**config.mk**
```make
export PLATFORM = sky130hd
export DESIGN_NAME = ram16k_arbiter
export DESIGN_NICKNAME = d
export VERILOG_FILES = /design/src/rtl/ram16k_arbiter.sv
export SDC_FILE = /design/constraint.sdc
export NUM_CORES = 1
export LEC_CHECK = 0
export CELL_PAD_IN_SITES_DETAIL_PLACEMENT = 0
export CELL_PAD_IN_SITES_GLOBAL_PLACEMENT = 2
export CORE_MARGIN = 4
export CORE_UTILIZATION = 41
export CTS_CLUSTER_SIZE = 20
export DETAILED_ROUTE_END_ITERATION = 8
export DONT_BUFFER_PORTS = 1
export PLACE_DENSITY_LB_ADDON = 0.15
export SYNTH_ARGS = -nofsm -noshare
export SYNTH_HDL_FRONTEND = slang
export SYNTH_SLANG_ARGS = --single-unit
```
**constraint.sdc**
```tcl
create_clock -name clock -period 2.05 [get_ports clock]
set_input_delay 0.41 -clock clock [delete_from_list [all_inputs] [get_ports clock]]
set_output_delay 0.41 -clock clock [all_outputs]
set_load 0.02 [all_outputs]
```
**src/rtl/ram16k_arbiter.sv**
```systemverilog
// ram16k_arbiter
// Shares one single-port 16K x 16 RAM (combinational read, write on the
// rising edge when load is high) between two requesters. A winner's command
// is latched, driven onto the RAM for one ACCESS cycle, and completed with a
// one-cycle ack in the following ACK cycle.
//
// Ports:
//   clock             system clock, rising edge active
//   reset             asynchronous active-low reset
//   req0/req1         request, held until the matching ack
//   we0/we1           1 = write, 0 = read
//   addr0/addr1       word address
//   wdata0/wdata1     write data
//   ack0/ack1         one-cycle completion pulse
//   rdata0/rdata1     read data, held until that port's next read completes
//   busy              high while the RAM is being accessed
//   ram_address       to RAM address
//   ram_in            to RAM data in
//   ram_load          to RAM write enable
//   ram_out           from RAM data out
module ram16k_arbiter #(
  parameter int ADDR_W     = 14,
  parameter int DATA_W     = 16,
  parameter bit FIXED_PRIO = 1'b0
) (
  input  logic              clock,
  input  logic              reset,
  input  logic              req0,
  input  logic              req1,
  input  logic              we0,
  input  logic              we1,
  input  logic [ADDR_W-1:0] addr0,
  input  logic [ADDR_W-1:0] addr1,
  input  logic [DATA_W-1:0] wdata0,
  input  logic [DATA_W-1:0] wdata1,
  output logic              ack0,
  output logic              ack1,
  output logic [DATA_W-1:0] rdata0,
  output logic [DATA_W-1:0] rdata1,
  output logic              busy,
  output logic [ADDR_W-1:0] ram_address,
  output logic [DATA_W-1:0] ram_in,
  output logic              ram_load,
  input  logic [DATA_W-1:0] ram_out
);

  typedef enum logic [1:0] {
    ST_IDLE   = 2'd0,
    ST_ACCESS = 2'd1,
    ST_ACK    = 2'd2
  } state_t;

  state_t            state_q, state_d;
  logic              win_q, win_d;       // 0 = port 0, 1 = port 1
  logic              last_q, last_d;     // port granted most recently
  logic              we_q, we_d;
  logic [ADDR_W-1:0] addr_q, addr_d;
  logic [DATA_W-1:0] wdata_q, wdata_d;
  logic [DATA_W-1:0] rdata0_q, rdata0_d;
  logic [DATA_W-1:0] rdata1_q, rdata1_d;

  logic elig0, elig1, grant_sel;

  // State and datapath registers. Last-grant resets to port 1 so that
  // port 0 wins the first round-robin tie.
  always_ff @(posedge clock or negedge reset) begin
    if (!reset) begin
      state_q  <= ST_IDLE;
      win_q    <= 1'b0;
      last_q   <= 1'b1;
      we_q     <= 1'b0;
      addr_q   <= '0;
      wdata_q  <= '0;
      rdata0_q <= '0;
      rdata1_q <= '0;
    end else begin
      state_q  <= state_d;
      win_q    <= win_d;
      last_q   <= last_d;
      we_q     <= we_d;
      addr_q   <= addr_d;
      wdata_q  <= wdata_d;
      rdata0_q <= rdata0_d;
      rdata1_q <= rdata1_d;
    end
  end

  // Next-state logic. Arbitration happens in IDLE and in ACK; in ACK the
  // port being acknowledged is masked so a requester that keeps req high
  // cannot be re-granted before it has seen its ack.
  always_comb begin
    state_d   = state_q;
    win_d     = win_q;
    last_d    = last_q;
    we_d      = we_q;
    addr_d    = addr_q;
    wdata_d   = wdata_q;
    rdata0_d  = rdata0_q;
    rdata1_d  = rdata1_q;
    elig0     = 1'b0;
    elig1     = 1'b0;
    grant_sel = 1'b0;

    case (state_q)
      ST_IDLE: begin
        elig0 = req0;
        elig1 = req1;
      end
      ST_ACK: begin
        elig0 = req0 & win_q;
        elig1 = req1 & ~win_q;
      end
      ST_ACCESS: begin
        if (!we_q) begin
          if (win_q) rdata1_d = ram_out;
          else       rdata0_d = ram_out;
        end
        state_d = ST_ACK;
      end
      default: state_d = ST_IDLE;
    endcase

    if (state_q == ST_IDLE || state_q == ST_ACK) begin
      if (elig0 || elig1) begin
        if (elig0 && elig1) grant_sel = FIXED_PRIO ? 1'b0 : ~last_q;
        else                grant_sel = elig1;
        win_d   = grant_sel;
        last_d  = grant_sel;
        we_d    = grant_sel ? we1 : we0;
        addr_d  = grant_sel ? addr1 : addr0;
        wdata_d = grant_sel ? wdata1 : wdata0;
        state_d = ST_ACCESS;
      end else begin
        state_d = ST_IDLE;
      end
    end
  end

  // RAM address/data come straight from the latched command, so they hold
  // their last values outside ACCESS. The write enable is decoded from the
  // state register, which makes it drop as soon as reset is asserted.
  assign busy        = (state_q == ST_ACCESS);
  assign ram_load    = busy & we_q;
  assign ram_address = addr_q;
  assign ram_in      = wdata_q;
  assign ack0        = (state_q == ST_ACK) & ~win_q;
  assign ack1        = (state_q == ST_ACK) & win_q;
  assign rdata0      = rdata0_q;
  assign rdata1      = rdata1_q;

endmodule
```
# Yosys cells after proc, flatten, opt, wreduce, memory -nomap -nowiden

Index checks and enable logic that the tools add are counted.

Equality and inequality tests: 3
Muxes and demuxes: 11
Bitwise gates (word level): 8
Reductions and logical operators: 8

Operators by type and width:

| kind                                                                     | number |
|---|---|
| 16-bit 2-to-1 mux                                                        | 1 |
| 14-bit 2-to-1 mux                                                        | 1 |
| 3-bit AND reduction                                                      | 2 |
| 1-bit bitwise AND                                                        | 5 |
| 1-bit 2-to-1 mux                                                         | 5 |
| 1-bit one-hot mux with 2 select lines                                    | 2 |
| 2-bit one-hot mux with 2 select lines                                    | 1 |
| 1-bit inverter                                                           | 3 |
| 2-bit by 1-bit == test with 1-bit output (second input constant)         | 1 |
| 2-bit == test (second input constant)                                    | 1 |
| 2-bit logical NOT                                                        | 1 |
| 1-bit logical OR                                                         | 2 |
| 2-bit 2-to-1 mux                                                         | 1 |
| 2-bit by 1-bit inequality test with 1-bit output (second input constant) | 1 |
| 2-bit AND reduction                                                      | 1 |
| 2-bit OR reduction                                                       | 1 |
| 1-bit logical AND                                                        | 1 |

Register bits: 67
Bits of input ports: 82
Word-level logic and storage cells: 38

# Depth between registers and ports, before layout

Gate-level depths: netlist (run 1).

Depth in word-level cells: 8
Gate-level depth with buffers: 5

# Worst setup path after synthesis (run 1)

No wires, ideal clock.

Path type: flip-flop to flip-flop
From: reg state_q[0]
To: reg rdata0_q[10], in the netlist rdata0[10]
Setup time: 0.125 ns
Data arrival time: 1.451 ns
Setup slack: 0.474 ns
Stages on the path, launching flop included: 6
Buffers on the path: 2
Period minus slack after synthesis: 1.576 ns
Cells stage by stage: dfrtp_1 > nor2b_2 > and3_1 > buf_6 > buf_12 > mux2_4

Word-level cells in the longest chain between the ends: 2

Ends and longest elaborated chain:

| what                                     | RTL line | source |
|---|---|---|
| start: declaration                       | 53       | `state_t state_q, state_d;` |
| start signal: assignment                 | 77       | `state_q <= state_d;` |
| 2-bit by 1-bit == test with 1-bit output | -        |  |
| net busy                                 | 40       | `output logic busy,` |
| 3-bit AND reduction (no line)            | -        |  |
| end signal: assignment                   | 83       | `rdata0_q <= rdata0_d;` |
| end: declaration                         | 59       | `logic [DATA_W-1:0] rdata0_q, rdata0_d;` |

The timed path passes the listed nets, and every way through them passes these cells.
A chain may end at the register's enable or synchronous reset.

# Worst setup path after layout (run 1)

From: reg state_q[1]
To: out ack1

Word-level cells in the longest chain between the ends: 2

Ends and longest elaborated chain:

| what              | RTL line | source |
|---|---|---|
| 2-bit == test     | 147      | `assign ack1 = (state_q == ST_ACK) & win_q;` |
| 1-bit bitwise AND | 147      |  |
| end: declaration  | 37       | `output logic ack1,` |

No other way between the ends.

==> results of run 1 <==
placed cells by master (no fill, tap or decap), drive strengths merged:
cell | synthesis | routed
clkbuf | 4 | 10
a21boi | 1 | 1
nand2b | 2 | 2
buf | 18 | 15
nand4 | 31 | 31
clkinvlp | 0 | 3
clkinv | 0 | 3
dfrtp | 66 | 66
dlygate4sd3 | 0 | 1
o221a | 1 | 1
mux2 | 32 | 32
nand2 | 2 | 2
o221ai | 31 | 31
inv | 64 | 64
nor2b | 3 | 3
nor2 | 3 | 3
a31oi | 1 | 1
dfstp | 1 | 1
or3b | 1 | 1
or2 | 1 | 1
o21ai | 1 | 1
and3 | 2 | 2
o211ai | 1 | 1
and2b | 1 | 1
nor3 | 1 | 1
cells in the mapped netlist, drive strengths merged:
| master | n | area share |
|---|---|---|
| or2 | 1 | 0.0019 |
| and2b | 1 | 0.0027 |
| and3 | 2 | 0.0038 |
| clkbuf | 4 | 0.0045 |
| mux2 | 32 | 0.13 |
| nor2b | 3 | 0.0064 |
| o21ai | 1 | 0.0015 |
| nand2 | 2 | 0.0023 |
| o211ai | 1 | 0.0023 |
| dfstp | 1 | 0.0080 |
| or3b | 1 | 0.0027 |
| nand4 | 31 | 0.059 |
| buf | 18 | 0.044 |
| dfrtp | 66 | 0.50 |
| o221a | 1 | 0.0061 |
| o221ai | 31 | 0.14 |
| a31oi | 1 | 0.0019 |
| a21boi | 1 | 0.0023 |
| nand2b | 2 | 0.0038 |
| inv | 64 | 0.073 |
| nor2 | 3 | 0.0034 |
| nor3 | 1 | 0.0015 |
final cells by class:
cell class,count,area share
Tap cell,102,0.0354
Sequential cell,67,0.465
Clock inverter,6,0.0115
Inverter,64,0.0666
Multi-Input combinational cell,115,0.340
Clock buffer,10,0.0382
Timing Repair Buffer,16,0.0430
flip-flops by register name, summed over array words and instances, names as in the netlist:
register,count
ram_address,14
last_q,1
we_q,1
ram_in,16
rdata1,16
rdata0,16
win_q,1
state_q,2
metal layers:
layer | vias to the layer above | GRT usage | wire, µm | part of all wire
li1 | 943 | - | - | -
met1 | 1015 | 0.219 | 3370 | 0.42
met2 | 88 | 0.256 | 3710 | 0.47
met3 | 9 | 0.0764 | 792 | 0.099
met4 | 0 | 0.0639 | 87 | 0.011
met5 | - | 0 | 0 | 0
power by group through the flow:
stage	Clock, mW	Sequential [mW]	Combinational [mW]
after CTS	1.02	3.31	2.30
after floorplan	0	3.13	1.97
after global routing	1.08	3.38	2.50
final	0.981	3.29	2.26
after global placement	0	3.32	2.23
after detailed placement	0	3.34	2.26
repair_timing:
item / 4_1_cts / 5_1_grt
hold buffers: 2 / 0
endpoints found under the hold margin: 67 / 0
buffers inserted: 0 / 0
worst max-delay path, cell delays in order (launching register included):
cell and delay (ns):
dfrtp_1 0.49, nand2_1 0.13, nor2_1 0.37
worst max-delay path by stage:
stage | startpoint | end | slack [ns] | depth (start not counted)
2_1_floorplan | state_q[0]$_DFF_PN0_ | rdata0[10]$_DFFE_PN0P_ | 0.47 | 5
3_3_place_gp | state_q[0]$_DFF_PN0_ | rdata0[2]$_DFFE_PN0P_ | 0.45 | 4
3_5_place_dp | state_q[0]$_DFF_PN0_ | rdata0[4]$_DFFE_PN0P_ | 0.44 | 4
4_1_cts | state_q[1]$_DFF_PN0_ | ack1 | 0.30 | 2
5_1_grt | state_q[1]$_DFF_PN0_ | ack1 | 0.25 | 2
6_report | state_q[1]$_DFF_PN0_ | ack1 | 0.32 | 2
stage by stage:
stage / std cells / setup WS [ns] / hold WS [ns] / total power [mW]
after floorplan: 268 / 0.474 / 0.114 / 5.10
after global placement: 362 / 0.449 / 0.116 / 5.55
after detailed placement: 362 / 0.443 / 0.116 / 5.60
after CTS: 380 / 0.303 / 0.191 / 6.63
after global routing: 380 / 0.250 / 0.185 / 6.96
final: 380 / 0.317 / 0.212 / 6.53
cells by family after synthesis:
logic type      synth area share
flops                      0.508
simple gates              0.0872
compound gates             0.151
buf+inv                    0.122
mux                        0.132
==> results.txt, run 1 <==
Final ANT Viol Nets = 0
Nets = 355
Netlist cell types = 28
Starting Density = 0.425
#FFs+latches synth = 67
Crit start category = flip-flop
Row cnt = 32
Antenna cells = 0
Hold Path Stages = 1
Die Y = 97.7 µm
Avg Cell Area, Syn = 12.3 µm²
Fin crit period = 1.73 ns
P_int = 3.64 mW
Total routed wirelength = 7.97 mm
Initial drt markers = 51
Sw Ratio = 0.443
Die Wd = 97.7 µm
Seq/Total Area, Yosys = 0.508
Combinational share of power = 0.346
Leak pwr = 1.64 nW
Synthesized instance count = 268
Share of layout cells above drive strength 1 = 0.353
Final setup viols = 0
GRT Util Overall = 0.171
Post-DR wirelength/cell = 21.0 µm
Setup crit end kind = output pin
Final cycle utilization of the critical path = 0.845
CTS buffer count = 9
Crit-path max FO = 9
Data required time at the worst endpoint = 1.64 ns
Maxcap violations = 0
Largest net degree at the start of global routing = 68
Status = finished clean
Sw Pwr = 2.89 mW
Setup TNS = 0 ns
VDD IR-drop max = 0.689 mV
DRT Pass-1 Iters = 6
# H-tree levels = 3
DR vias = 2,055
Slew Viols, Final = 0
Final Wtd Congestion = 0.728
Filler cells = 749
Area of the core = 7770 µm²
Yosys warnings = 0
DPL Wire Length = 5.49 mm
First-pass GRT wire length = 12.8 mm
Critical R2R Capture = ram_in[13]$_DFFE_PN0P_
Post-Syn Area = 3300 µm²
Hold EP = rdata1[10]$_DFFE_PN0P_
Worst Path Arrival = 1.32 ns
Max-slew headroom = 0.646
Total grt overflow = 0
Clk sinks = 67
Clock Pin Slew Worst Setup and Hold Paths = 0.08 ns
Clock Latency Late Sink = 0.34 ns
Fin util = 0.464
Sequential Area = 1680 µm²
Post-route DRC = 0
Origin of the worst min-delay path = ram_out[10]
Via/cell ratio = 5.41
I/O Buffers = 0
PD cells = 1810 nW/µm²
Final hold violations = 0
Footprint of the multi-input gates = 1220 µm²
Post-CTS sizing = 0
Worst Hold Class = in -> reg
Syn_nets = 350
Die ar. = 9550 µm²
Seq pwr share = 0.503
Clock power share = 0.150
TritonCTS clock tree = done
Crit Reg-Reg Startpoint = state_q[1]$_DFF_PN0_
CTS Buffer Depth = 2
Max Clk Rate = 0.577 GHz
Clk_skew = 0.00434 ns
Slew of the pin with the lowest slew margin = 0.528 ns
Initial antenna violation count = 0
Internal reg-to-reg setup slack = 0.45 ns
I/O pin total = 148
WS Path Type = reg -> out
Vias in the first global route = 2,232
Post-route design area = 3600 µm²
Post-DP Area = 3390 µm²
Layout overhead on the synthesized area = 9.17%
RSZ-0062 raised after global routing = false
Path depth of the worst reg2reg path = 4
Root Buffer = clkbuf_8
Power figures use the tool's default switching activity.
==> inputs of run 2 (changes only) <==
- CORE_UTILIZATION: 41 -> 35
- clock period: 2.05 -> 1.45 ns (I/O delays scaled with it)
==> run 2 against run 1 <==
  * The flow now finishes with violations (hold timing, setup timing)
  * Critical path depth rose by 2
  * Total power rose by 67%
  * Register-to-register slack got worse by 0.53 ns
  * Utilization fell by 1.4 points
  * Critical path type unchanged
  * Largest cell class unchanged
  * Largest power group unchanged
  * Highest routed layer unchanged
==> results.txt, run 2 (same netlist as run 1, synthesis figures left out) <==
Status = finished, violations left
Violated checks = hold timing, setup timing
Via/cell ratio = 5.11
Largest net degree at the start of global routing = 68
Worst Hold Class = in -> async
Post-route DRC = 0
Post-DR wirelength/cell = 20.1 µm
Path depth of the worst reg2reg path = 5
GRT Util Overall = 0.148
WS Path Type = reg -> out
Clk sinks = 67
Setup WS post-layout = -0.0918 ns
Slowest CP cell = dfrtp_2
Die Y = 105 µm
Critical path, cell by cell = buf_6, nand2b_4, nor2_1, buf_4
Total grt overflow = 0
Max-slew headroom = 0.834
Layout overhead on the synthesized area = 25.4%
CP delay by family, top = flip-flops
Clock Latency Late Sink = 0.34 ns
Most common cell after layout, fill and taps aside = dfrtp_1
WHS = -0.367 ns
Starting Density = 0.359
TritonCTS clock tree = done
Max Clk Rate = 0.649 GHz
Most frequent cells in the layout = dfrtp_1, inv_1, mux2_4
Final hold violations = 67
Root Buffer = clkbuf_8
Final setup viols = 52
Data required time at the worst endpoint = 1.16 ns
Nets = 378
I/O Buffers = 0
Share of layout cells above drive strength 1 = 0.445
DPL Wire Length = 5.83 mm
Die ar. = 11,100 µm²
Row cnt = 35
Maxcap violations = 0
Final Wtd Congestion = 0.736
PD cells = 2630 nW/µm²
Worst path max stage delay = 0.47 ns
I/O pin total = 148
Crit start category = flip-flop
Placed Cells = 386
Crit-path max FO = 6
Slew of the pin with the lowest slew margin = 0.248 ns
Final ANT Viol Nets = 0
CTS buffer count = 9
DRT Pass-1 Iters = 4
Antenna cells = 0
# H-tree levels = 3
Total routed wirelength = 8.26 mm
Die Wd = 105 µm
Final cycle utilization of the critical path = 1.06
Clock Pin Slew Worst Setup and Hold Paths = 0.08 ns
Non-filler cells, final = 412
Area of the core = 9200 µm²
Initial antenna violation count = 0
Initial drt markers = 103
Worst Path Arrival = 1.25 ns
DR vias = 2,105
Slew Viols, Final = 0
Fin crit period = 1.54 ns
Worst path buffer plus inverter count = 2
Final Total Pwr = 10.9 mW
First-pass GRT wire length = 12.8 mm
Levels on crit path = 4
Setup crit end kind = output pin
Vias in the first global route = 2,155
Leak pwr = 1.90 nW
RSZ-0062 raised after global routing = true
VDD IR-drop max = 1.06 mV
Clk_skew = 0.00619 ns
CTS Buffer Depth = 2
-- run 2: cell count changes in the layout (fill, tap and decap cells not counted), sizes merged --
| cell | before | now |
|---|---|---|
| clkinvlp | 3 | 0 |
| dlygate4sd3 | 1 | 0 |
| buf | 15 | 38 |
| bufinv | 0 | 3 |
| clkbuf | 10 | 11 |
-- run 2: final timing paths --
path                       slack [ns]                     end                 start
min reg2reg                      0.54      last_q$_DFFE_PN1P_    last_q$_DFFE_PN1P_
max                             -0.09                    ack0  state_q[1]$_DFF_PN0_
min in group clock               0.09   rdata1[7]$_DFFE_PN0P_            ram_out[7]
max in group asynchronous        1.61      last_q$_DFFE_PN1P_                 reset
max reg2reg                     -0.08   ram_in[6]$_DFFE_PN0P_  state_q[1]$_DFF_PN0_
min                             -0.37  rdata0[13]$_DFFE_PN0P_                 reset
-- run 2: per-layer routing --
metal | part of all wire | vias to the layer above | wire length [µm] | GRT usage
li1 | - | 989 | - | -
met3 | 0.084 | 8 | 696 | 0.0710
met1 | 0.43 | 1022 | 3510 | 0.194
met4 | 0.011 | 0 | 88 | 0.0366
met2 | 0.48 | 86 | 3960 | 0.221
met5 | 0 | - | 0 | 0
-- run 2: worst register-to-register path: cells and delay by family (launching register included) --
kind                   cells  cell delay (ns)
and+or+nand+nor            2             0.52
DFF                        1             0.48
buffers and inverters      2             0.33
AOI/OAI and AO/OA          1             0.09
-- run 2: what timing repair did --
| item | in CTS | in global routing |
|---|---|---|
| buffers inserted | 5 | 5 |
| hold endpoints to repair | 67 | 67 |
| setup endpoints to repair | 51 | 69 |
| resized for setup | 20 | 32 |
| pin swaps | 11 | 16 |
| cloned | 1 | 1 |
-- run 2: report_power, final --
| group | internal, mW | switching (mW) |
|---|---|---|
| Clock | 1.19 | 0.744 |
| Combinational | 2.54 | 1.79 |
| Sequential | 2.83 | 1.82 |
-- run 2: final cells by class --
class	count	area, µm²
Clock buffer	10	138
Clock inverter	6	113
Fill cell	871	5050
Inverter	64	240
Multi-Input combinational cell	115	1350
Sequential cell	67	1680
Tap cell	111	139
Timing Repair Buffer	39	488
-- run 2: per-stage QoR --
| step | setup TNS (ns) | area (µm²) | util | hold WS (ns) | worst slack (ns) |
|---|---|---|---|---|---|
| 5_1_grt | -6.55 | 4140 | 0.450 | -0.407 | -0.157 |
| 3_3_place_gp | -0.654 | 3590 | 0.391 | -0.00400 | -0.0385 |
| 6_report | -2.24 | 4140 | 0.450 | -0.367 | -0.0918 |
| 3_5_place_dp | -0.257 | 3590 | 0.391 | -0.00402 | -0.0293 |
| 2_1_floorplan | -0.955 | 3310 | - | -0.00559 | -0.0477 |
| 4_1_cts | -3.58 | 3960 | 0.430 | -0.390 | -0.0951 |
==> inputs of run 3 (changes only) <==
- CORE_UTILIZATION: 35 -> 30
==> run 3 against run 2 <==
  * Sequential share of layout area is 1.2 points higher
  * Worst hold slack worse by 0.011 ns
  * Critical path type unchanged
  * Global-route usage is 0.50 points lower
  * Largest power group unchanged
  * Largest cell class unchanged
  * The run still ends with hold timing, setup timing left
==> results.txt, run 3 (same netlist as run 1, synthesis figures left out) <==
Status = finished, violations left
Violated checks = hold timing, setup timing
Die ar. = 12,700 µm²
Share of layout cells above drive strength 1 = 0.443
Final ANT Viol Nets = 0
Largest net degree at the start of global routing = 68
Fin crit period = 1.55 ns
Maxcap violations = 0
Max Clk Rate = 0.646 GHz
Nets = 373
Die Y = 113 µm
Clock Pin Slew Worst Setup and Hold Paths = 0.09 ns
Data required time at the worst endpoint = 1.16 ns
Row cnt = 38
Setup TNS = -3.91 ns
Total routed wirelength = 9.07 mm
Initial drt markers = 62
I/O pin total = 148
Final Wtd Congestion = 0.702
I/O Buffers = 0
Setup WS post-layout = -0.0973 ns
VDD IR-drop max = 0.727 mV
DPL Wire Length = 6.22 mm
Total grt overflow = 0
Starting Density = 0.306
Layout overhead on the synthesized area = 21.8%
Setup crit end kind = output pin
Initial antenna violation count = 0
Area of the core = 10,800 µm²
Most common cell after layout, fill and taps aside = dfrtp_1
Post-DR wirelength/cell = 20.8 µm
Final cycle utilization of the critical path = 1.07
Final Total Pwr = 10.3 mW
GRT Util Overall = 0.143
Antenna cells = 0
CTS buffer count = 9
# H-tree levels = 3
Vias in the first global route = 2,381
Post-route DRC = 0
Clock Latency Late Sink = 0.35 ns
First-pass GRT wire length = 14.1 mm
WHS = -0.378 ns
CTS Buffer Depth = 2
Slew of the pin with the lowest slew margin = 0.270 ns
Crit start category = flip-flop
WS Path Type = reg -> out
PD cells = 2550 nW/µm²
Slew Viols, Final = 0
Most frequent cells in the layout = dfrtp_1, inv_1, nand4_1
Worst Hold Class = in -> async
Crit-path max FO = 5
Clk sinks = 67
Via/cell ratio = 4.94
Max-slew headroom = 0.819
Worst Path Arrival = 1.26 ns
DR vias = 2,156
Path depth of the worst reg2reg path = 5
Post-Place Worst Slack = -0.0307 ns
TritonCTS clock tree = done
Final hold violations = 67
Final setup viols = 66
Clk_skew = 0.0135 ns
Die Wd = 113 µm
Leak pwr = 1.83 nW
DRT Pass-1 Iters = 4
RSZ-0062 raised after global routing = true
Root Buffer = clkbuf_8
-- run 3: changes by cell type in the layout (fill, tap and decap cells not counted), sizes merged --
cell	delta
buf	-5
bufinv	-3
clkbuf	-1
clkinv	-1
clkinvlp	+2
inv	+3
-- run 3: layout make-up --
class | count | area [µm²]
Inverter | 64 | 240
Timing Repair Buffer | 34 | 434
Fill cell | 1073 | 6770
Sequential cell | 67 | 1680
Tap cell | 140 | 175
Clock buffer | 9 | 124
Clock inverter | 7 | 58.8
Multi-Input combinational cell | 115 | 1310
-- run 3: worst paths after layout --
kind	startpoint	end	slack [ns]
min in group clock	ram_out[12]	rdata1[12]$_DFFE_PN0P_	0.08
worst min-delay path	reset	rdata1[7]$_DFFE_PN0P_	-0.38
max in group asynchronous	reset	last_q$_DFFE_PN1P_	1.62
worst max-delay path	state_q[1]$_DFF_PN0_	busy	-0.1
worst min register to register	last_q$_DFFE_PN1P_	last_q$_DFFE_PN1P_	0.54
worst max register to register	state_q[1]$_DFF_PN0_	ram_in[2]$_DFFE_PN0P_	-0.09
-- run 3: timing repair --
item	CTS	global route
endpoints found under the hold margin	67	67
resized for setup	19	19
gates cloned	1	2
setup buffers	5	1
pin swaps	17	13
setup endpoints to repair	37	68
-- run 3: per-layer routing --
| layer | share of wire | up-vias | GRT usage |
|---|---|---|---|
| met4 | 0.0065 | 0 | 0.0361 |
| li1 | - | 988 | - |
| met3 | 0.11 | 5 | 0.0647 |
| met5 | 0 | - | 0 |
| met2 | 0.47 | 99 | 0.228 |
| met1 | 0.42 | 1064 | 0.178 |
-- run 3: stage by stage --
step	cells	util	hold WS, ns	cell area, µm²
2_1_floorplan	268	-	-0.00559	3310
3_3_place_gp	411	0.335	-0.00329	3620
3_5_place_dp	411	0.335	-0.00389	3620
4_1_cts	433	0.364	-0.402	3930
5_1_grt	436	0.373	-0.410	4020
6_report	436	0.373	-0.378	4020
-- run 3: power by group --
part | internal [mW] | total [mW] | switching (mW) | leakage [nW]
registers | 2.83 | 4.67 | 1.84 | 0.805
logic | 2.35 | 4.12 | 1.77 | 0.934
clock network | 0.644 | 1.47 | 0.825 | 0.0868
total | 5.83 | 10.3 | 4.43 | 1.83
-- run 3: critical path: stages (launching register included) --
cell	delay [ns]
dfrtp_2	0.45
buf_6	0.13
nor2b_4	0.12
buf_6	0.10
buf_6	0.11
